**src/rtl/crc_serial_engine.sv**
```systemverilog
// -----------------------------------------------------------------------------
// crc_serial_engine
//   Bit-serial CRC engine. It accepts one byte at a time and shifts it through
//   the CRC register one bit per enabled clock, so a byte takes 8 cycles.
//   Back-to-back bytes are accepted on the edge of the final shift of the
//   previous byte. When a frame completes (its last byte is absorbed), the
//   next accepted byte automatically restarts from INIT.
//
//   Parameters : CRC_W (2..32), POLY (implicit x^CRC_W term), INIT (seed)
//   Ports      : clk, rst_n (async active-low)
//                enable       - high advances the engine, low stalls everything
//                clr          - synchronous clear to seed, drops any byte in flight
//                in_data[7:0], in_valid, in_last, in_ready - byte handshake
//                crc_out      - CRC register contents (bit-reversed in LSB build)
//                byte_done    - one-cycle pulse after a byte is fully absorbed
//                crc_valid    - crc_out holds a finished frame CRC
//   Build option: define CRC_SERIAL_LSB_FIRST_EN to shift each byte LSB first
//                 and present crc_out bit-reversed.
// -----------------------------------------------------------------------------
module crc_serial_engine #(
    parameter int                 CRC_W = 8,
    parameter logic [CRC_W-1:0]   POLY  = 8'h07,
    parameter logic [CRC_W-1:0]   INIT  = '0
) (
    input  logic              clk,
    input  logic              rst_n,
    input  logic              enable,
    input  logic              clr,
    input  logic [7:0]        in_data,
    input  logic              in_valid,
    input  logic              in_last,
    output logic              in_ready,
    output logic [CRC_W-1:0]  crc_out,
    output logic              byte_done,
    output logic              crc_valid
);

    localparam logic ST_IDLE  = 1'b0;
    localparam logic ST_SHIFT = 1'b1;

    logic             state_r;
    logic [2:0]       count_r;
    logic [7:0]       shreg_r;
    logic             last_r;
    logic             fresh_r;      // next shift starts from INIT (frame restart)
    logic [CRC_W-1:0] crc_r;
    logic             byte_done_r;
    logic             crc_valid_r;

    logic             ready_s;
    logic             accept_s;
    logic             cur_bit_s;
    logic             fb_s;
    logic [CRC_W-1:0] crc_base_s;
    logic [CRC_W-1:0] crc_next_s;

    function automatic logic [CRC_W-1:0] bit_reverse(input logic [CRC_W-1:0] v);
        logic [CRC_W-1:0] r;
        r = '0;
        for (int i = 0; i < CRC_W; i++) begin
            r[i] = v[CRC_W-1-i];
        end
        return r;
    endfunction

    // Handshake, current bit selection and next CRC value.
    always_comb begin
        ready_s = 1'b0;
        if (rst_n && enable && !clr &&
            ((state_r == ST_IDLE) || (count_r == 3'd7))) begin
            ready_s = 1'b1;
        end else begin
            ready_s = 1'b0;
        end
        accept_s = in_valid & ready_s;
`ifdef CRC_SERIAL_LSB_FIRST_EN
        cur_bit_s = shreg_r[count_r];
`else
        cur_bit_s = shreg_r[3'd7 - count_r];
`endif
        // After a completed frame the stale result is still on crc_r; the
        // first shift of the new frame must start from the seed instead.
        if (fresh_r) begin
            crc_base_s = INIT;
        end else begin
            crc_base_s = crc_r;
        end
        fb_s       = crc_base_s[CRC_W-1] ^ cur_bit_s;
        crc_next_s = {crc_base_s[CRC_W-2:0], 1'b0} ^ (fb_s ? POLY : {CRC_W{1'b0}});
    end

    // Engine state: byte capture, bit shifting, done/valid flags.
    always_ff @(posedge clk or negedge rst_n) begin
        if (!rst_n) begin
            state_r     <= ST_IDLE;
            count_r     <= 3'd0;
            shreg_r     <= 8'h00;
            last_r      <= 1'b0;
            fresh_r     <= 1'b0;
            crc_r       <= INIT;
            byte_done_r <= 1'b0;
            crc_valid_r <= 1'b0;
        end else if (clr) begin
            state_r     <= ST_IDLE;
            count_r     <= 3'd0;
            shreg_r     <= 8'h00;
            last_r      <= 1'b0;
            fresh_r     <= 1'b0;
            crc_r       <= INIT;
            byte_done_r <= 1'b0;
            crc_valid_r <= 1'b0;
        end else if (enable) begin
            byte_done_r <= 1'b0;
            case (state_r)
                ST_IDLE: begin
                    if (accept_s) begin
                        state_r     <= ST_SHIFT;
                        count_r     <= 3'd0;
                        shreg_r     <= in_data;
                        last_r      <= in_last;
                        crc_valid_r <= 1'b0;
                    end else begin
                        state_r <= ST_IDLE;
                    end
                end
                ST_SHIFT: begin
                    crc_r   <= crc_next_s;
                    fresh_r <= 1'b0;
                    count_r <= count_r + 3'd1;
                    if (count_r == 3'd7) begin
                        byte_done_r <= 1'b1;
                        crc_valid_r <= last_r;
                        fresh_r     <= last_r;
                        if (accept_s) begin
                            // Count wraps to 0: the new byte starts shifting next cycle.
                            state_r <= ST_SHIFT;
                            shreg_r <= in_data;
                            last_r  <= in_last;
                        end else begin
                            state_r <= ST_IDLE;
                        end
                    end else begin
                        // A result left valid by a back-to-back restart is
                        // overwritten by this shift.
                        crc_valid_r <= 1'b0;
                    end
                end
                default: begin
                    state_r <= ST_IDLE;
                    count_r <= 3'd0;
                end
            endcase
        end else begin
            byte_done_r <= 1'b0;
        end
    end

    assign in_ready  = ready_s;
    assign byte_done = byte_done_r;
    assign crc_valid = crc_valid_r;
`ifdef CRC_SERIAL_LSB_FIRST_EN
    assign crc_out   = bit_reverse(crc_r);
`else
    assign crc_out   = crc_r;
`endif

endmodule

```
**config.mk**
```make
export PLATFORM = sky130hd
export DESIGN_NAME = crc_serial_engine
export DESIGN_NICKNAME = d
export VERILOG_FILES = /design/src/rtl/crc_serial_engine.sv
export SDC_FILE = /design/constraint.sdc
export NUM_CORES = 1
export LEC_CHECK = 0
export BUFFER_PORTS_ARGS = -buffer_cell sky130_fd_sc_hd__buf_2
export CAP_MARGIN = 10
export CORE_MARGIN = 2
export CORE_UTILIZATION = 25
export CTS_BUF_LIST = sky130_fd_sc_hd__clkbuf_8
export CTS_CLUSTER_DIAMETER = 100
export DETAILED_ROUTE_END_ITERATION = 16
export GPL_TIMING_DRIVEN = 0
export PLACE_DENSITY = 0.55
export SLEW_MARGIN = 15
export SYNTH_ARGS = -nofsm -noshare
export SYNTH_HDL_FRONTEND = slang
export SYNTH_SLANG_ARGS = --single-unit
```
**constraint.sdc**
```tcl
create_clock -name clk -period 4.38 [get_ports clk]
set_input_delay 0.438 -clock clk [delete_from_list [all_inputs] [get_ports clk]]
set_output_delay 0.438 -clock clk [all_outputs]
set_load 0.1 [all_outputs]
```
* After elaboration in Yosys (flattened, before gate mapping)
Index checks and enable logic that the tools add are counted.
** Operators by class
- Muxes and demuxes :: 39
- $lt $le $gt $ge :: 1
- Bitwise operators :: 4
- Add/sub/neg operators :: 2
- Eq/ne operators :: 3
- Reductions and logical operators :: 10
** Operators with widths (count)
- 8-bit two-way mux :: 8
- 1-bit two-way mux :: 21
- 8-bit case mux with 2 select lines :: 1
- 3-bit two-way mux :: 4
- 8-bit by 3-bit XOR with 8-bit output :: 1
- 1-bit case mux with 2 select lines :: 3
- 3-bit case mux with 2 select lines :: 1
- 2-bit AND reduction :: 3
- 3-bit by 4-bit less-than comparator with 1-bit output (second input constant) :: 1
- 2-bit nonzero test :: 2
- 3-bit by 1-bit adder with 3-bit output (second input constant) :: 1
- 1-bit binary-select mux with 3-bit select :: 1
- 3-bit equality test (second input constant) :: 1
- 1-bit logical AND :: 3
- 3-bit by 2-bit != test with 1-bit output (second input constant) :: 1
- 3-bit != test (second input constant) :: 1
- 3-bit subtractor (first input constant) :: 1
- 1-bit AND :: 1
- 1-bit logical NOT :: 1
- 1-bit logical OR :: 1
- 1-bit inverter :: 1
- 1-bit XOR :: 1
** Storage, ports and cells
- Bits of input ports :: 14
- Register bits :: 24

* Longest topological paths before layout
- Depth after elaboration :: 10
- Depth in mapped cells :: 7
- Gate-level depth less buffers :: 6

* Worst setup path before layout
Ideal clock, no wire load.
- Path type :: register to output
- Start point :: register count_r[1]
- End point :: output in_ready
- Data required time :: 3.942 ns
- Path slack :: 2.303 ns
- Stages on the path, launching flop included :: 5
- Data arrival time :: 1.639 ns
- Cells stage by stage :: dfrtp_1 ha_1 ha_1 nand2b_1 and3_1
** On the way
- Word-level cells in the longest chain between the ends :: 4
** RTL lines
- from (decl) :: line 42 : logic [2:0] count_r;
- from (signal assigned) :: line 129 : count_r <= count_r + 3'd1;
- 3-bit equality test :: line 70 : ((state_r == ST_IDLE) || (count_r == 3'd7))) begin
- 1-bit logical OR :: line 70
- 1-bit logical AND :: line 69 : if (rst_n && enable && !clr &&
- 1-bit two-way mux :: line 69
- to (decl) :: line 32 : output logic in_ready,
No other way between the ends.

* Final worst setup path
- Start point :: register count_r[0]
- End point :: output in_ready
Same word-level chain as after synthesis.

==> results_dict.tcl <==
set metrics [dict create \
    cts_tree "built" \
    setup_viol 0 \
    row_count 25 \
    netlist_area_sq_um 1190 \
    worstSetupEndpointType "primary output" \
    r2r_cells 7 \
    grt_first_pass_wirelength_microns 4490 \
    track_usage_pct 10.6 \
    worst_pin_slew_ns 0.588 \
    synthTopCellsByArea "dfrtp_1 (50%), nand3b_1 (9.5%), mux4_1 (4.4%)" \
    finalPower_w 0.000475 \
    drtIter0Drc 67 \
    fp.coreArea_sq_um 4660 \
    ios 25 \
    maxCapViolations 0 \
    routed_wirelength_microns 2530 \
    p_per_area_nw_per_um2 328 \
    sw_frac_of_total_pct 23.7 \
    synth_nets 136 \
    hold_viol 0 \
    port_buffers 24 \
    gp_congestion 0.757 \
    drive_gt1_share_pct 20.9 \
    synth_top_area_share_pct 50.5 \
    grt_pass1_vias 971 \
    ys_seq_elements 24 \
    clockPowerShare_pct 42.0 \
    yosysSeqAreaShare_pct 50.5 \
    cp-start-kind "register" \
    die_h_microns 73.0 \
    ctsHtreeMaxLevel 1 \
    finalMaxSlewViolations 0 \
    root_buffer "clkbuf_8" \
    ys_top_cells_by_count "dfrtp_1 (24), nand3b_1 (15), nand2_1 (12)" \
    antenna_found_initial 0 \
    yosys.area.top_type "dfrtp_1" \
    cts_num_sinks 24 \
    sequentialPowerShare_pct 48.3 \
    wl_per_cell_microns 12.5 \
    remaining_drc_errors 0 \
    hpwl_microns 1760 \
    yosysMostFrequentCell "dfrtp_1" \
    cts_buffers 3 \
    relSlewSlack_pct 60.8 \
    syn_inst 120 \
    post-cts-setup-buffers 0 \
    internal_power_w 0.000363 \
    cts_buffer_depth 2 \
    ys_types 23 \
    initial_core_util_pct 25.5 \
    num_antenna_cells 0 \
    post-route-period-util_pct 51.7 \
    vdd_drop_max_v 0.000156 \
    firstDrtPassIters 4 \
    async_flop_share_pct 100 \
    grt_start_max_net_pins 27 \
    die_w_microns 73.0 \
    fmax_mhz 442 \
    post-route-util_pct 31.1 \
    area.growth.synth_to_final_pct 21.8 \
    ys.flop_type "dfrtp_1" \
    grt.overflow.total 0 \
    cts.repair.resized 0 \
    fin_crit_ns 2.26 \
    nets 165 \
    power.switching_w 0.000113 \
    p_leak_nw 0.685 \
    critPathMaxFanout 5 \
    ant_nets 0 \
    cts_hold_buf 0 \
    fin_tns_setup_ns 0 \
    r2r-end "count_r[0]" \
    crit_required_ns 3.94 \
    placedCellCount 198 \
    fin_cells 202 \
    yosys_warnings 0 \
    r2r_setup_slack_ns 2.35 \
    r2r_start "count_r[0]" \
    arrival_ns 1.82 \
    min_path_type "in2async" \
    clock_skew_ns 0.00211 \
    criticalPathCategory "reg2out" \
    setup.worst_path.start "count_r[0]" \
    hold_ws_ns 0.159 \
    grt_setup_unrepaired "no" \
    status "finished, final reports clean" \
    synth_edf_count 0 \
    syn_area_per_cell_sq_um 9.92 \
    die_area_sq_um 5330 \
    clk_latency_ns 0.27 \
    clk_pin_slew_worst_paths_ns 0.09 \
    combPwrFrac_pct 9.7 \
    vias 938 \
    avgViaCountPerCell 4.64 \
]
-- power by group through the flow --
stage | clock network, W | logic [W] | registers, W
5_1_grt | 0.000211 | 0.0000510 | 0.000230
3_5_place_dp | 0 | 0.0000468 | 0.000234
6_report | 0.000200 | 0.0000460 | 0.000230
2_1_floorplan | 0 | 0.0000211 | 0.000242
4_1_cts | 0.000202 | 0.0000469 | 0.000230
3_3_place_gp | 0 | 0.0000465 | 0.000234
-- worst max path at each step --
| stage | to | slack [ns] | cells after the start |
|---|---|---|---|
| after floorplan | in_ready | 2.30 | 4 |
| after global placement | in_ready | 2.32 | 3 |
| after detailed placement | in_ready | 2.32 | 3 |
| after CTS | in_ready | 2.10 | 5 |
| after global routing | in_ready | 2.01 | 5 |
| final | in_ready | 2.12 | 5 |
-- area by class of cell --
class	count	area, sq um
Clock inverter	1	30.0
Sequential cell	24	601
Tap cell	54	67.6
Clock buffer	3	41.3
Inverter	9	33.8
Buffer	7	27.5
Fill cell	498	3210
Timing Repair Buffer	24	120
Multi-Input combinational cell	80	528
-- worst max-delay path, stage by stage, from the launching register on --
cell,delay (ns)
dfrtp_1,0.45
ha_1,0.18
ha_1,0.21
nand2b_1,0.14
and3_1,0.15
buf_2,0.42
-- metrics by stage --
step | instance area (sq um) | worst slack (ns)
after floorplan | 1190 | 2.30
after global placement | 1380 | 2.32
after detailed placement | 1380 | 2.32
after CTS | 1450 | 2.10
after global routing | 1450 | 2.01
final | 1450 | 2.12
-- state kept, by name (all words and copies together) (netlist names) --
name / flops
crc_out: 8
crc_valid: 1
last_r: 1
byte_done: 1
shreg_r: 8
count_r: 3
fresh_r: 1
state_r: 1
-- cell families (layout without fill, tap and decap cells) --
family / count (synthesis) / after routing / synth area share, %
and+or+nand+nor: 51 / 51 / 23.6
DFF: 24 / 24 / 50.5
AOI/OAI and AO/OA: 22 / 22 / 10.9
buffers and inverters: 16 / 44 / 5.15
muxes: 3 / 3 / 6.31
adders and majority gates: 2 / 2 / 2.10
xor gates and xnor gates: 2 / 2 / 1.47
-- routing by layer --
metal / track usage, % / share of wire, %
met5: 0 / 0
met4: 2.47 / 0.71
met3: 2.07 / 3.4
met2: 16.7 / 48
met1: 15.0 / 48
-- layout by cell type, fill, tap and decap left out, types with 2 or more instances in the layout --
cell / instances
dfrtp_1: 24
ha_1: 2
nor4_1: 2
nand3_1: 5
nand2_1: 12
a21oi_1: 10
o21ai_1: 9
nand2b_1: 2
a2111oi_1: 2
clkbuf_8: 3
xnor2_1: 2
clkbuf_1: 6
nor2_1: 9
inv_1: 9
nand3b_1: 15
nor2b_1: 2
buf_2: 25
mux4_1: 2
(Power assumes the default switching activity.)
